===== src/rtl/fetch_align_if.sv =====
// Fetch/align bus bundle: redirect and hold controls from the back end, the
// instruction-RAM port, and the fetch-to-decode pipeline register outputs.
interface fetch_align_if;
    logic        redirect;
    logic [31:0] redirect_pc;
    logic        hold;
    logic [31:0] imem_addr;
    logic [31:0] imem_rdata;
    logic [31:0] fetch_pc;
    logic [31:0] rv32_instr_todec;
    logic        fe2de_rv16;
    logic        cross_bd_ff;

    // Fetch unit side: drives the RAM address and the decode-facing outputs.
    modport master (
        input  redirect,
        input  redirect_pc,
        input  hold,
        input  imem_rdata,
        output imem_addr,
        output fetch_pc,
        output rv32_instr_todec,
        output fe2de_rv16,
        output cross_bd_ff
    );

    // Environment side: back-end controls plus the instruction RAM.
    modport slave (
        output redirect,
        output redirect_pc,
        output hold,
        output imem_rdata,
        input  imem_addr,
        input  fetch_pc,
        input  rv32_instr_todec,
        input  fe2de_rv16,
        input  cross_bd_ff
    );
endinterface


===== src/rtl/fetch_align.sv =====
// Front-end fetch/align unit. Generates the PC and the instruction-RAM word
// address, and turns the 32-bit word stream into one RV32 or RV16 instruction
// per cycle. The upper halfword of a fetched word is kept in a residue register
// so that compressed pairs and 32-bit instructions straddling a word boundary
// are presented without re-reading memory.
module fetch_align #(
    parameter logic [31:0] RESET_PC = 32'h0000_0000
) (
    input logic           clk,
    input logic           cpurst_n,
    fetch_align_if.master bus
);

    typedef enum logic {
        BOOT,
        RUN
    } fsm_e;

    // Which alignment situation the current cycle falls into while running.
    typedef enum logic [2:0] {
        CASE_A,   // aligned pc, RV16 in D[15:0]
        CASE_B,   // aligned pc, RV32 in D
        CASE_C,   // odd halfword, residue holds an RV16
        CASE_D,   // odd halfword, residue holds the low half of an RV32
        CASE_E,   // odd halfword, no residue, RV16 in D[31:16]
        CASE_F    // odd halfword, no residue, RV32 starts in D[31:16]: bubble
    } align_e;

    localparam logic [31:1] RESET_PC_H = RESET_PC[31:1];

    // Registered state
    fsm_e        fsm_q;
    logic [31:1] pc_q;
    logic [31:2] addr_q;
    logic [15:0] res_q;
    logic        res_v_q;

    // Next-state values
    fsm_e        fsm_d;
    logic [31:1] pc_d;
    logic [31:2] addr_d;
    logic [15:0] res_d;
    logic        res_v_d;

    logic [31:0] rdata;
    align_e      sel;

    assign rdata = bus.imem_rdata;

    // Classify the alignment case from the registered pc/residue and RAM data.
    always_comb begin
        // NOTE: every always_comb output gets a default first so no path through the block can infer a latch.
        sel = CASE_A;
        if (!pc_q[1]) begin
            sel = (rdata[1:0] != 2'b11) ? CASE_A : CASE_B;
        end else if (res_v_q) begin
            sel = (res_q[1:0] != 2'b11) ? CASE_C : CASE_D;
        end else begin
            sel = (rdata[17:16] != 2'b11) ? CASE_E : CASE_F;
        end
    end

    // Decode-facing outputs. The instruction depends only on state and RAM
    // data; redirect can only force the bubble flag, never the instruction.
    always_comb begin
        bus.rv32_instr_todec = 32'h0000_0000;
        bus.fe2de_rv16       = 1'b0;
        bus.cross_bd_ff      = 1'b1;
        if (fsm_q == RUN) begin
            unique case (sel)
                CASE_A: begin
                    bus.rv32_instr_todec = {16'h0000, rdata[15:0]};
                    bus.fe2de_rv16       = 1'b1;
                    bus.cross_bd_ff      = 1'b0;
                end
                CASE_B: begin
                    bus.rv32_instr_todec = rdata;
                    bus.cross_bd_ff      = 1'b0;
                end
                CASE_C: begin
                    bus.rv32_instr_todec = {16'h0000, res_q};
                    bus.fe2de_rv16       = 1'b1;
                    bus.cross_bd_ff      = 1'b0;
                end
                CASE_D: begin
                    bus.rv32_instr_todec = {rdata[15:0], res_q};
                    bus.cross_bd_ff      = 1'b0;
                end
                CASE_E: begin
                    bus.rv32_instr_todec = {16'h0000, rdata[31:16]};
                    bus.fe2de_rv16       = 1'b1;
                    bus.cross_bd_ff      = 1'b0;
                end
                CASE_F: begin
                    bus.cross_bd_ff      = 1'b1;
                end
                default: begin
                    bus.cross_bd_ff      = 1'b1;
                end
            endcase
        end
        if (bus.redirect) begin
            bus.cross_bd_ff = 1'b1;
        end
    end

    // Next pc / RAM address / residue, in priority redirect > boot > hold > run.
    always_comb begin
        fsm_d   = fsm_q;
        pc_d    = pc_q;
        addr_d  = addr_q;
        res_d   = res_q;
        res_v_d = res_v_q;
        if (bus.redirect) begin
            pc_d    = bus.redirect_pc[31:1];
            addr_d  = bus.redirect_pc[31:2];
            res_v_d = 1'b0;
            fsm_d   = RUN;
        end else if (fsm_q == BOOT) begin
            addr_d = pc_q[31:2];
            fsm_d  = RUN;
        end else if (bus.hold) begin
            // Re-read the same word so the same instruction is presented again.
            addr_d = addr_q;
        end else begin
            unique case (sel)
                CASE_A: begin
                    pc_d    = pc_q + 31'd1;
                    res_d   = rdata[31:16];
                    res_v_d = 1'b1;
                    addr_d  = addr_q + 30'd1;
                end
                CASE_B: begin
                    pc_d    = pc_q + 31'd2;
                    res_v_d = 1'b0;
                    addr_d  = addr_q + 30'd1;
                end
                CASE_C: begin
                    // The word on rdata already holds the new pc; read it again.
                    pc_d    = pc_q + 31'd1;
                    res_v_d = 1'b0;
                    addr_d  = addr_q;
                end
                CASE_D: begin
                    pc_d    = pc_q + 31'd2;
                    res_d   = rdata[31:16];
                    res_v_d = 1'b1;
                    addr_d  = addr_q + 30'd1;
                end
                CASE_E: begin
                    pc_d    = pc_q + 31'd1;
                    addr_d  = addr_q + 30'd1;
                end
                CASE_F: begin
                    res_d   = rdata[31:16];
                    res_v_d = 1'b1;
                    addr_d  = addr_q + 30'd1;
                end
                default: begin
                    addr_d  = addr_q;
                end
            endcase
        end
    end

    assign bus.imem_addr = {addr_d, 2'b00};
    assign bus.fetch_pc  = {pc_q, 1'b0};

    // Control state register with asynchronous reset back to BOOT.
    always_ff @(posedge clk or negedge cpurst_n) begin
        // NOTE: sequential state uses non-blocking assignments so every register samples pre-edge values.
        if (!cpurst_n) begin
            fsm_q   <= BOOT;
            pc_q    <= RESET_PC_H;
            addr_q  <= RESET_PC[31:2];
            res_v_q <= 1'b0;
        end else begin
            fsm_q   <= fsm_d;
            pc_q    <= pc_d;
            addr_q  <= addr_d;
            res_v_q <= res_v_d;
        end
    end

    // Residue halfword data register.
    always_ff @(posedge clk) begin
        // NOTE: res_q is pure data qualified by res_v_q, so it is deliberately left out of reset.
        res_q <= res_d;
    end

endmodule


===== src/flat_wrapper.sv =====
// flat-port wrapper written by rule: the top's interface ports become plain ports
module fetch_align_flat 
#(
    parameter logic [31:0] RESET_PC = 32'h0000_0000
)
  (clk, cpurst_n, bus_redirect, bus_redirect_pc, bus_hold, bus_imem_rdata, bus_imem_addr, bus_fetch_pc, bus_rv32_instr_todec, bus_fe2de_rv16, bus_cross_bd_ff);
  fetch_align_if bus_i ();
  input logic clk;
  input logic cpurst_n;
  input wire logic [$bits(bus_i.redirect)-1:0] bus_redirect;
  input wire logic [$bits(bus_i.redirect_pc)-1:0] bus_redirect_pc;
  input wire logic [$bits(bus_i.hold)-1:0] bus_hold;
  input wire logic [$bits(bus_i.imem_rdata)-1:0] bus_imem_rdata;
  output wire logic [$bits(bus_i.imem_addr)-1:0] bus_imem_addr;
  output wire logic [$bits(bus_i.fetch_pc)-1:0] bus_fetch_pc;
  output wire logic [$bits(bus_i.rv32_instr_todec)-1:0] bus_rv32_instr_todec;
  output wire logic [$bits(bus_i.fe2de_rv16)-1:0] bus_fe2de_rv16;
  output wire logic [$bits(bus_i.cross_bd_ff)-1:0] bus_cross_bd_ff;
  assign bus_i.redirect = bus_redirect;
  assign bus_i.redirect_pc = bus_redirect_pc;
  assign bus_i.hold = bus_hold;
  assign bus_i.imem_rdata = bus_imem_rdata;
  assign bus_imem_addr = bus_i.imem_addr;
  assign bus_fetch_pc = bus_i.fetch_pc;
  assign bus_rv32_instr_todec = bus_i.rv32_instr_todec;
  assign bus_fe2de_rv16 = bus_i.fe2de_rv16;
  assign bus_cross_bd_ff = bus_i.cross_bd_ff;
  fetch_align #(.RESET_PC(RESET_PC)) u_core (.clk(clk), .cpurst_n(cpurst_n), .bus(bus_i));
endmodule

===== config.mk =====
export PLATFORM = sky130hd
export DESIGN_NAME = fetch_align_flat
export DESIGN_NICKNAME = d
export VERILOG_FILES = /design/src/rtl/fetch_align_if.sv /design/src/rtl/fetch_align.sv /design/src/flat_wrapper.sv
export SDC_FILE = /design/constraint.sdc
export NUM_CORES = 1
export LEC_CHECK = 0
export BUFFER_PORTS_ARGS = -buffer_cell sky130_fd_sc_hd__buf_2
export CAP_MARGIN = 20
export CORE_ASPECT_RATIO = 1.75
export CORE_MARGIN = 3
export CORE_UTILIZATION = 32
export CTS_CLUSTER_DIAMETER = 60
export DETAILED_ROUTE_END_ITERATION = 6
export SYNTH_ARGS = -nofsm -noshare
export SYNTH_HDL_FRONTEND = slang
export SYNTH_SLANG_ARGS = --single-unit

===== constraint.sdc =====
create_clock -name clk -period 2.4 [get_ports clk]
set_input_delay 0.12 -clock clk [delete_from_list [all_inputs] [get_ports clk]]
set_output_delay 0.12 -clock clk [all_outputs]
set_load 0.02 [all_outputs]

; Yosys cells after proc, flatten, opt, wreduce, memory -nomap -nowiden
; Cells that the tools add are included.
[word_totals]
regBits = 79
input_bits = 68
output_inout_bits = 98
wordCells = 56
[classes]
addsub = 3
eq_ne = 9
n_mux = 24
bitwise_logic = 2
reduce_logical = 13
[ops]
columns = cell, count
row1 = case mux 32 bit (5 select lines), 1
row2 = two-way mux 30 bit, 4
row3 = two-way mux 31 bit, 3
row4 = case mux 31 bit (2 select lines), 1
row5 = two-way mux 32 bit, 1
row6 = "adder 31 x 1 -> 31 bit, second input constant", 1
row7 = "adder 31 x 2 -> 31 bit, second input constant", 1
row8 = "adder 30 x 1 -> 30 bit, second input constant", 1
row9 = two-way mux 1 bit, 11
row10 = OR reduction 5 bit, 2
row11 = "inequality test 2 bit, second input constant", 4
row12 = "== test 3 x 2 -> 1 bit, second input constant", 2
row13 = "== test 3 bit, second input constant", 2
row14 = two-way mux 3 bit, 2
row15 = AND reduction 3 bit, 2
row16 = nonzero test 3 bit, 2
row17 = OR reduction 3 bit, 2
row18 = AND reduction 4 bit, 1
row19 = OR reduction 2 bit, 2
row20 = "== test 3 x 1 -> 1 bit, second input constant", 1
row21 = zero test 3 bit, 1
row22 = inverter 1 bit, 2
row23 = case mux 1 bit (2 select lines), 1
row24 = nonzero test 2 bit, 1

; Longest topological paths before layout
; Gate-level depths: netlist of the first run.
[depth]
word_depth = 10
ltp_mapped = 7
mapped_depth_nobuf = 6

; Worst setup path after synthesis of the first run
; Ideal clock, no wire load.
[synth_path]
path_type = flip-flop to flip-flop
startpoint = reg u_core.pc_q[1] (netlist name)
endpoint = reg u_core.addr_q[20] (netlist name)
setup_time_ns = 0.191
t_arrival_ns = 2.257
required_time_ns = 2.209
slack_ns = -0.048
path_stages_with_launch = 7
path_buffers = 1
period_less_slack_ns = 2.448
path_cell_list = dfrtp_1 > and2_1 > buf_2 > a211oi_1 > a31o_2 > a21oi_1 > o31ai_1
[synth_between]
elab_chain_len = 7
word_cells_on_any_way = 11
[synth_lines]
columns = element, line
row1 = "start, declared", fetch_align.sv:33  ; logic [31:1] pc_q;
row2 = "start signal, assigned", fetch_align.sv:179  ; pc_q <= pc_d;
row3 = two-way mux 3 bit *, fetch_align.sv:54  ; if (!pc_q[1]) begin
row4 = == test 3 x 1 -> 1 bit (tied with other cells), fetch_align.sv:126  ; unique case (sel)
row5 = OR reduction 5 bit (no source line) *, n/a
row6 = two-way mux 30 bit *, n/a
row7 = two-way mux 30 bit *, fetch_align.sv:122  ; end else if (bus.hold) begin
row8 = two-way mux 30 bit *, fetch_align.sv:119  ; end else if (fsm_q == BOOT) begin
row9 = two-way mux 30 bit *, fetch_align.sv:114  ; if (bus.redirect) begin
row10 = net bus_imem_addr[20], flat_wrapper.sv:14  ; output wire logic [$bits(bus_i.imem_addr)-1:0] bus_imem_addr;
row11 = "end signal, assigned", fetch_align.sv:175  ; addr_q <= RESET_PC[31:2];
row12 = "end signal, assigned", fetch_align.sv:180  ; addr_q <= addr_d;
row13 = "end, declared", fetch_align.sv:34  ; logic [31:2] addr_q;
; Mark *: on every way through the listed nets, which the timed path passes. The rest lies on a longest branch.
; A chain may end at the register's enable or synchronous reset.

; Final worst setup path of the first run
[layout_path]
startpoint = reg u_core.addr_q[8] (netlist name)
endpoint = out bus_imem_addr[26]
[layout_between]
elab_chain_len = 5
[layout_lines]
columns = element, line
row1 = adder 30 x 1 -> 30 bit, n/a
row2 = two-way mux 30 bit, n/a
row3 = two-way mux 30 bit, fetch_align.sv:122
row4 = two-way mux 30 bit, fetch_align.sv:119
row5 = two-way mux 30 bit, fetch_align.sv:114
row6 = "end, declared", flat_wrapper.sv:14
; No other way between the ends.

==> results of run 1 <==
-- area by class of cell --
| type | instances | area (um^2) | share of cell area (%) |
|---|---|---|---|
| multi-input combinational | 439 | 2890 | 40.8 |
| tap | 183 | 229 | 3.23 |
| timing repair buffer | 243 | 1530 | 21.5 |
| clock buffer | 10 | 239 | 3.37 |
| clock inverter | 6 | 106 | 1.50 |
| inverter | 9 | 33.8 | 0.477 |
| sequential | 79 | 2060 | 29.1 |
-- metrics by stage --
step | std cells | hold slack [ns] | instance area [um^2] | worst slack, ns | util, %
final | 969 | 0.0179 | 7080 | -0.0420 | 46.8
after global routing | 969 | 0.0151 | 7080 | -0.109 | 46.8
after CTS | 961 | 0.00434 | 6950 | -0.0434 | 45.9
after detailed placement | 919 | 0.305 | 6230 | -0.00786 | 41.2
after global placement | 919 | 0.310 | 6230 | 0.0390 | 41.2
after floorplan | 565 | -0.176 | 5030 | 0.00405 | -
-- flip-flops by register name, summed over array words and instances (netlist names) --
| signal | cells |
|---|---|
| u_core.addr_q | 30 |
| u_core.res_q | 16 |
| u_core.fsm_q | 1 |
| u_core.res_v_q | 1 |
| u_core.pc_q | 31 |
-- worst max-delay path: stages (launching register included) --
cell and delay, ns:
dfrtp_1 0.38, nand3_2 0.12, buf_6 0.14, or4_4 0.60, nor4_4 0.17, xnor2_1 0.09, o211ai_1 0.27, buf_4 0.20
-- path summary, 6_finish.rpt --
check / from / end / slack [ns] / cells after the start
hold / removal: bus_redirect_pc[5] / u_core.pc_q[5] / 0.02 / 3
hold reg to reg: u_core.addr_q[31] / u_core.addr_q[31] / 0.61 / 2
setup / recovery: u_core.addr_q[8] / bus_imem_addr[26] / -0.04 / 7
min in group asynchronous: cpurst_n / u_core.pc_q[9] / 0.45 / 2
setup reg to reg: u_core.pc_q[1] / u_core.pc_q[14] / 0.07 / 7
max in group asynchronous: cpurst_n / u_core.pc_q[25] / 1.16 / 3
-- cells in the final DEF (no fill, tap or decap), types with 10 or more instances in the layout --
cell type,synthesis,final
buf_2,5,149
buf_4,6,74
dfrtp_1,63,61
nor2_1,57,57
nand2_1,59,55
o21ai_0,38,32
a22oi_1,24,24
xnor2_1,24,24
nand3_1,23,20
nand4_1,17,17
xor2_1,17,17
edfxtp_1,16,16
dlygate4sd3_1,0,15
a222oi_1,14,14
a21oi_1,14,14
o211ai_1,13,13
nor4_1,17,11
a31oi_1,10,10
-- metal layers --
layer | wire (um) | GRT usage [%]
met3 | 1350 | 4.14
met1 | 6870 | 22.9
met5 | 0 | 0
met2 | 10100 | 40.3
met4 | 457 | 8.15
-- kinds of logic after synthesis --
group	share of synthesized area, %
other cells	0.150
buf+inv	4.69
simple gates	24.2
fa+ha+maj	0.749
compound gates	19.9
flops	41.0
mux	2.10
xor+xnor	7.16
-- power groups by stage --
stage | Combinational, uW | Sequential, uW | Clock (uW)
after CTS | 1140 | 1590 | 1630
after floorplan | 557 | 1670 | 0
final | 1170 | 1600 | 1610
after global routing | 1280 | 1610 | 1670
after detailed placement | 1070 | 1620 | 0
after global placement | 1050 | 1610 | 0
-- repair_timing --
item	in CTS	in global routing
gates cloned	0	0
hold buffers	15	0
gates resized for setup	29	24
pin swaps	5	4
setup buffers	11	8
endpoints found under the hold margin	51	0
endpoints found under the setup margin	20	34
==> results.py, run 1 <==
metrics = {
    "status": {
        "outcome": "complete, but fails checks",
        "violations": "setup timing",
    },
    "pwr": {
        "pwr-share-seq_pct": 36.5,
        "intPower_uw": 2990,
        "p_switching_uw": 1380,
        "power.density_nw_per_um2": 618,
        "ir_drop_mv": 0.344,
        "pwr-share-clk_pct": 36.7,
        "swShare_pct": 31.6,
        "combPwrFrac_pct": 26.8,
        "p_total_uw": 4370,
        "power_leakage_uw": 0.00303,
    },
    "final_layout": {
        "areaGrowthSynthToFinish_pct": 41.3,
        "diodes": 0,
        "drive_gt1_share_pct": 36.3,
        "fill_cells": 1463,
        "final_nets": 852,
    },
    "floorplan": {
        "dieArea_um2": 17300,
        "die_h_um": 172,
        "initial_core_util_pct": 33.1,
        "die_w_um": 101,
        "io_pins": 166,
        "core_area_um2": 15100,
        "num_rows": 59,
    },
    "logic_synthesis": {
        "synth_seq_area_share_pct": 41.0,
        "syn_area_per_cell_um2": 8.90,
        "synth_edf_count": 16,
        "ys.flop_type": "dfrtp_1",
        "synth_top_area_share_pct": 31.5,
        "netlist_instances": 563,
        "yosys_warnings": 0,
        "synth_area_leaders": "dfrtp_1 31%, edfxtp_1 9.6%, nand2_1 4.4%, nor2_1 4.3%, xnor2_1 4.2%",
        "synthArstFlopShare_pct": 79.7,
        "synth_cell_types": 62,
        "synth_seq_cells": 79,
        "syn_area_um2": 5010,
        "synthTopCellsByCount": "63 x dfrtp_1, 59 x nand2_1, 57 x nor2_1",
        "yosys.area.top_type": "dfrtp_1",
        "post-synth-top-count-cell": "dfrtp_1",
    },
    "min_path": {
        "hold_class": "in -> reg",
    },
    "setup_path": {
        "cp_max_fo": 4,
        "worstSetupPathType": "reg -> out",
        "cp.required_ns": 2.28,
        "arrival_ns": 2.32,
        "crit_path_start_kind": "register",
        "crit_path_end_kind": "primary output",
    },
    "clocking": {
        "clock_sinks": 79,
        "clk_path_buf_depth": 2,
        "clk_latency_ns": 0.34,
        "cts_buffers": 9,
        "htreeDepth": 3,
        "cts_tree": "done",
        "clock-root-buffer": "clkbuf_16",
        "clk_pin_slew_worst_paths_ns": 0.06,
    },
    "placement": {
        "portBuffers": 161,
        "place.gp.congestion": 0.864,
        "hpwl_um": 14000,
    },
    "routing": {
        "wirelength_um": 18700,
        "num_vias": 5460,
        "drtIter0Drc": 315,
        "postRouteAntennaNets": 0,
        "drc_errors": 0,
        "wl_per_cell_um": 19.3,
        "routed_via_density": 5.63,
        "dr.pass1.iters": 5,
    },
    "global_routing": {
        "grt_pass1_vias": 5584,
        "grt_pass1_wl_um": 29000,
        "antenna_found_initial": 0,
        "gr-total-overflow": 0,
        "track_usage_pct": 21.3,
        "grt_max_degree": 62,
    },
    "run": {
        "cap_violations": 0,
    },
    "sta": {
        "layout_setup_ws_ns": -0.0420,
        "worstMarginPinSlew_ns": 0.952,
        "setup_violations": 4,
        "fmax_mhz": 409,
        "slew_headroom_pct": 36.5,
        "rsz0062_at_grt": "true",
        "period_minus_slack_ns": 2.44,
        "hold_violations": 0,
        "timing.final.crit_share_pct": 102,
        "tns_ns": -0.130,
        "clock_skew_ns": 0.00678,
        "slew_violations": 0,
    },
}
(Power assumes the default switching activity.)
==> inputs of run 2 (changes only) <==
Settings changed: BUFFER_PORTS_ARGS -buffer_cell sky130_fd_sc_hd__buf_2 to -buffer_cell sky130_fd_sc_hd__buf_4.
==> results.py, run 2 (same netlist as run 1, synthesis figures left out) <==
metrics = {
    "status": {
        "outcome": "complete, but fails checks",
        "violations": "setup timing",
    },
    "floorplan": {
        "die_w_um": 101,
        "core_area_um2": 15100,
        "dieArea_um2": 17300,
        "die_h_um": 172,
        "num_rows": 59,
        "io_pins": 166,
        "initial_core_util_pct": 33.1,
    },
    "sta": {
        "rsz0062_at_grt": "true",
        "period_minus_slack_ns": 2.43,
        "slew_violations": 0,
        "tns_ns": -0.0715,
        "fmax_mhz": 411,
        "clock_skew_ns": 0.00845,
        "worstMarginPinSlew_ns": 0.860,
        "setup_violations": 5,
        "layout_setup_ws_ns": -0.0347,
        "hold_violations": 0,
        "timing.final.crit_share_pct": 101,
        "slew_headroom_pct": 42.7,
    },
    "final_layout": {
        "reg_top3": "u_core.pc_q: 31 flops, u_core.addr_q: 30 flops, u_core.res_q: 16 flops",
        "diodes": 0,
        "final_nets": 868,
        "final_common_cell": "buf_4",
        "final_cell_mix": "236 x buf_4, 60 x dfrtp_1, 56 x nor2_1, 55 x nand2_1, 33 x o21ai_0",
        "layout.cells.non_filler": 985,
        "regMostFlops": "u_core.pc_q",
        "areaGrowthSynthToFinish_pct": 50.1,
        "drive_gt1_share_pct": 37.7,
        "largest_reg_flops": 31,
    },
    "placement": {
        "hpwl_um": 14200,
        "place.gp.congestion": 0.891,
        "portBuffers": 161,
        "place_inst": 924,
        "dp_slack_ns": 0.00302,
    },
    "setup_path": {
        "crit_path_start_kind": "register",
        "rr_worst_depth": 5,
        "cp.required_ns": 2.28,
        "worstSetupPathType": "reg -> out",
        "cp_max_fo": 5,
        "arrival_ns": 2.31,
        "regToRegSetupSlack_ns": 0.09,
        "crit_path_end_kind": "primary output",
    },
    "routing": {
        "wirelength_um": 19000,
        "num_vias": 5528,
        "routed_via_density": 5.61,
        "drc_errors": 0,
        "drtIter0Drc": 331,
        "dr.pass1.iters": 5,
        "postRouteAntennaNets": 0,
        "wl_per_cell_um": 19.3,
    },
    "global_routing": {
        "gr-total-overflow": 0,
        "grt_pass1_vias": 5644,
        "antenna_found_initial": 0,
        "grt_max_degree": 64,
        "grt_pass1_wl_um": 29300,
        "track_usage_pct": 21.5,
    },
    "pwr": {
        "ir_drop_mv": 0.348,
        "swShare_pct": 33.1,
        "power.density_nw_per_um2": 563,
        "pwr-share-seq_pct": 37.7,
        "p_switching_uw": 1400,
        "power_leakage_uw": 0.00318,
        "pwr-share-clk_pct": 31.4,
        "intPower_uw": 2840,
        "combPwrFrac_pct": 30.9,
    },
    "clocking": {
        "clock_sinks": 79,
        "clock-root-buffer": "clkbuf_16",
        "clk_path_buf_depth": 2,
        "cts_tree": "done",
        "cts_buffers": 9,
        "clk_latency_ns": 0.34,
        "clk_pin_slew_worst_paths_ns": 0.06,
        "htreeDepth": 3,
    },
    "min_path": {
        "hold_class": "in -> reg",
        "min_path_cells": 3,
    },
    "run": {
        "cap_violations": 0,
    },
}
==> run 2: what timing repair did <==
action	4_1_cts	5_1_grt
gates cloned	0	0
pin swaps	6	12
buffers inserted	15	13
resized for setup	21	25
hold buffers	17	0
setup endpoints to repair	21	52
endpoints found under the hold margin	79	0
==> run 2: worst max-delay path, stage by stage (launching register included) <==
cell and delay (ns):
dfrtp_1 0.39, and3_4 0.22, or4b_4 0.53, nor4_4 0.17, nor3b_1 0.08, or3_1 0.42, buf_6 0.15
==> run 2: final timing paths <==
path / endpoint / start
max: bus_imem_addr[25] / u_core.addr_q[2]
min: u_core.pc_q[4] / bus_redirect_pc[4]
max reg2reg: u_core.pc_q[31] / u_core.pc_q[19]
min reg2reg: u_core.addr_q[31] / u_core.addr_q[31]
max in group asynchronous: u_core.pc_q[15] / cpurst_n
min in group asynchronous: u_core.pc_q[11] / cpurst_n
==> run 2: per-stage QoR <==
stage / area (um^2) / total power [uW] / utilization, % / hold WS (ns)
floorplan: 5030 / 2230 / - / -0.176
global placement: 6680 / 2790 / 44.1 / 0.271
detailed placement: 6680 / 2800 / 44.1 / 0.273
CTS: 7340 / 4200 / 48.5 / 0.00951
global route: 7520 / 4440 / 49.7 / 0.0206
finish: 7520 / 4240 / 49.7 / 0.0136
==> run 2: power by group through the flow <==
stage | clock (uW) | combinational, uW | sequential [uW]
global route | 1420 | 1410 | 1610
finish | 1330 | 1310 | 1600
global placement | 0 | 1170 | 1610
CTS | 1350 | 1260 | 1590
floorplan | 0 | 557 | 1670
detailed placement | 0 | 1190 | 1620
==> run 2: metal layers <==
layer  up-vias  wire, um  global-route usage [%]
li1       2596         -                       -
met1      2641      6940                    23.8
met2       243     10200                    40.2
met5         -         0                       0
met3        48      1300                    3.49
met4         0       627                    8.39
==> run 2: cell type report <==
cell class,instances,area (um^2)
multi-input combinational,439,2900
inverter,9,33.8
clock buffer,11,254
tap,183,229
sequential,79,2060
fill,1402,7610
clock inverter,5,30.0
timing repair buffer,259,2020
==> inputs of run 3 (changes only) <==
Settings changed: ABC_AREA set to 1, TNS_END_PERCENT set to 1.
==> results.py, run 3 <==
metrics = {
    "placement": {
        "portBuffers": 161,
        "place.gp.congestion": 0.882,
        "placed_cell_area_um2": 7520,
        "hpwl_um": 17700,
    },
    "sta": {
        "timing.final.crit_share_pct": 97.2,
        "slew_headroom_pct": 41.6,
        "fmax_mhz": 428,
        "setup_violations": 0,
        "hold_violations": 0,
        "rsz0062_at_grt": "true",
        "period_minus_slack_ns": 2.33,
        "slew_violations": 0,
        "worstMarginPinSlew_ns": 0.876,
        "clock_skew_ns": 0.00839,
    },
    "final_layout": {
        "diodes": 0,
        "final_cell_mix": "318 x nand2_1, 176 x buf_4, 97 x nand3_1, 72 x nor2_1",
        "final_common_cell": "nand2_1",
        "multi_input_area_um2": 3600,
        "regMostFlops": "u_core.pc_q",
        "fill_cells": 2012,
        "drive_gt1_share_pct": 23.0,
        "fin_area_um2": 8110,
        "final_nets": 1173,
        "largest_reg_flops": 31,
        "reg_top3": "u_core.pc_q: 31 flops, u_core.addr_q: 30 flops, u_core.res_q: 16 flops",
        "regArea_um2": 2060,
        "fin_util_pct": 43.5,
        "areaGrowthSynthToFinish_pct": 33.4,
    },
    "global_routing": {
        "top_usage_layer": "met2",
        "grtUsageMet3_pct": 3.33,
        "grt_pass1_wl_um": 34800,
        "grt_max_degree": 79,
        "grt_pass1_vias": 6734,
        "use_met1_pct": 23.6,
        "track_usage_pct": 21.7,
        "antenna_found_initial": 0,
        "use_met2_pct": 40.4,
        "gr-total-overflow": 0,
    },
    "logic_synthesis": {
        "yosys_warnings": 0,
        "synth_seq_cells": 79,
        "syn_area_per_cell_um2": 6.50,
        "synthTopCellsByCount": "321 x nand2_1, 98 x nand3_1, 74 x nor2_1",
        "synth_area_leaders": "dfrtp_1 26%, nand2_1 20%, nand3_1 8.1%, edfxtp_1 7.9%, a21oi_1 5.5%",
        "ys.flop_type": "dfrtp_1",
        "post-synth-top-count-cell": "nand2_1",
        "netlist_instances": 935,
        "synth_seq_area_share_pct": 33.8,
        "syn_area_um2": 6080,
        "synth_edf_count": 16,
        "synthArstFlopShare_pct": 79.7,
        "synth_cell_types": 42,
        "synth_top_area_share_pct": 25.9,
        "yosys.area.top_type": "dfrtp_1",
    },
    "routing": {
        "drc_errors": 0,
        "wl_per_cell_um": 17.1,
        "dr.pass1.iters": 5,
        "drtIter0Drc": 591,
        "routed_via_density": 5.17,
        "postRouteAntennaNets": 0,
        "wirelength_um": 23000,
        "num_vias": 6947,
    },
    "pwr": {
        "swShare_pct": 41.7,
        "intPower_uw": 3030,
        "ir_drop_mv": 0.384,
        "power.density_nw_per_um2": 642,
        "combPwrFrac_pct": 37.7,
        "power_leakage_uw": 0.00383,
        "pwr-share-seq_pct": 34.7,
        "pwr-share-clk_pct": 27.6,
        "p_switching_uw": 2170,
    },
    "clocking": {
        "cts_buffers": 9,
        "clk_pin_slew_worst_paths_ns": 0.07,
        "clk_latency_ns": 0.35,
        "clock-root-buffer": "clkbuf_16",
        "cts_tree": "done",
        "clock_sinks": 79,
        "clk_path_buf_depth": 2,
        "htreeDepth": 3,
    },
    "run": {
        "cap_violations": 0,
    },
    "setup_path": {
        "timing.rr.end": "u_core.pc_q[5]",
        "arrival_ns": 2.21,
        "startpoint": "u_core.addr_q[2]",
        "cp.required_ns": 2.28,
        "worstSetupPathType": "reg -> out",
        "endpoint": "bus_imem_addr[14]",
        "crit_path_end_kind": "primary output",
        "timing.rr.start": "u_core.pc_q[1]",
        "cp_max_fo": 5,
        "crit_path_start_kind": "register",
        "rr_worst_depth": 10,
        "regToRegSetupSlack_ns": 0.46,
    },
    "floorplan": {
        "die_w_um": 110,
        "io_pins": 166,
        "core_area_um2": 18700,
        "initial_core_util_pct": 32.6,
        "die_h_um": 188,
        "dieArea_um2": 20800,
        "num_rows": 66,
    },
    "min_path": {
        "hold_class": "in -> reg",
        "min_path_cells": 3,
    },
    "status": {
        "outcome": "completed",
    },
}
==> run 3: cell types whose count changed after synthesis, sizes merged, moves of 11 or more <==
cell / change
nor4: -17
a222oi: -14
a22oi: -21
nand3: +78
a31oi: +12
nand2: +276
o211ai: -12
nor2: +35
buf: +11
xnor2: -18
a21oi: +54
inv: +66
==> run 3: worst min path at each step <==
stage                             start                end  slack [ns]
floorplan                      cpurst_n  u_core.addr_q[10]       -0.18
global placement               cpurst_n  u_core.addr_q[27]        0.29
detailed placement             cpurst_n  u_core.addr_q[23]        0.28
CTS                 bus_redirect_pc[28]  u_core.addr_q[28]       0.005
global route        bus_redirect_pc[27]  u_core.addr_q[27]        0.04
finish              bus_redirect_pc[28]  u_core.addr_q[28]        0.01
==> run 3: layout make-up <==
type / count / share of cell area (%)
repair buffers: 198 / 19.3
clock buffers: 10 / 3.09
clock inverters: 6 / 0.648
well taps: 238 / 3.67
inverters: 75 / 3.50
multi-input cells: 739 / 44.4
flip-flops and latches: 79 / 25.4
==> run 3: power groups by stage <==
| stage | clock (uW) | sequential [uW] | combinational (uW) |
|---|---|---|---|
| global route | 1510 | 1840 | 2150 |
| global placement | 0 | 1820 | 1910 |
| floorplan | 0 | 1860 | 1060 |
| CTS | 1450 | 1800 | 1950 |
| detailed placement | 0 | 1830 | 1920 |
| finish | 1440 | 1810 | 1960 |
==> run 3: what timing repair did <==
item                       in CTS  in global routing
setup endpoints to repair       3                 22
buffers inserted                0                  5
gates cloned                    0                  0
hold buffers                   17                  0
hold endpoints to repair       79                  0
pin swaps                       0                  2
gates resized for setup         2                 18
==> run 3: critical path: stages (launching register included) <==
cell,delay (ns)
dfrtp_1,0.39
ha_1,0.16
inv_1,0.08
nor2_4,0.15
nand3_4,0.12
nor3_4,0.33
buf_4,0.17
xnor2_1,0.11
nand2_1,0.07
nand2_1,0.07
nand2_2,0.06
buf_6,0.13
==> run 3: metal layers <==
metal / up-vias / share of wire [%] / routed length (um)
li1: 3417 / - / -
met5: - / 0 / 0
met1: 3200 / 37 / 8470
met2: 274 / 53 / 12200
met3: 56 / 5.9 / 1350
met4: 0 / 4.2 / 968
==> run 3: cell families (layout without fill, tap and decap cells) <==
logic type | Yosys count | count (layout) | synth area share [%]
other cells | 2 | 4 | 0.124
flops | 79 | 79 | 33.8
simple gates | 572 | 572 | 42.3
compound gates | 145 | 145 | 12.9
xor+xnor | 15 | 15 | 2.16
fa+ha+maj | 3 | 3 | 0.617
buf+inv | 119 | 289 | 8.05
==> run 3: per-stage QoR <==
stage | hold slack (ns) | worst slack, ns | setup TNS [ns] | instances | total power (uW)
2_1_floorplan | -0.176 | 0.419 | 0 | 937 | 2920
3_3_place_gp | 0.286 | 0.322 | 0 | 1307 | 3730
3_5_place_dp | 0.281 | 0.307 | 0 | 1307 | 3740
4_1_cts | 0.00470 | -0.0124 | -0.0124 | 1340 | 5200
5_1_grt | 0.0363 | -0.0646 | -0.336 | 1345 | 5500
6_report | 0.0125 | 0.0661 | 0 | 1345 | 5210
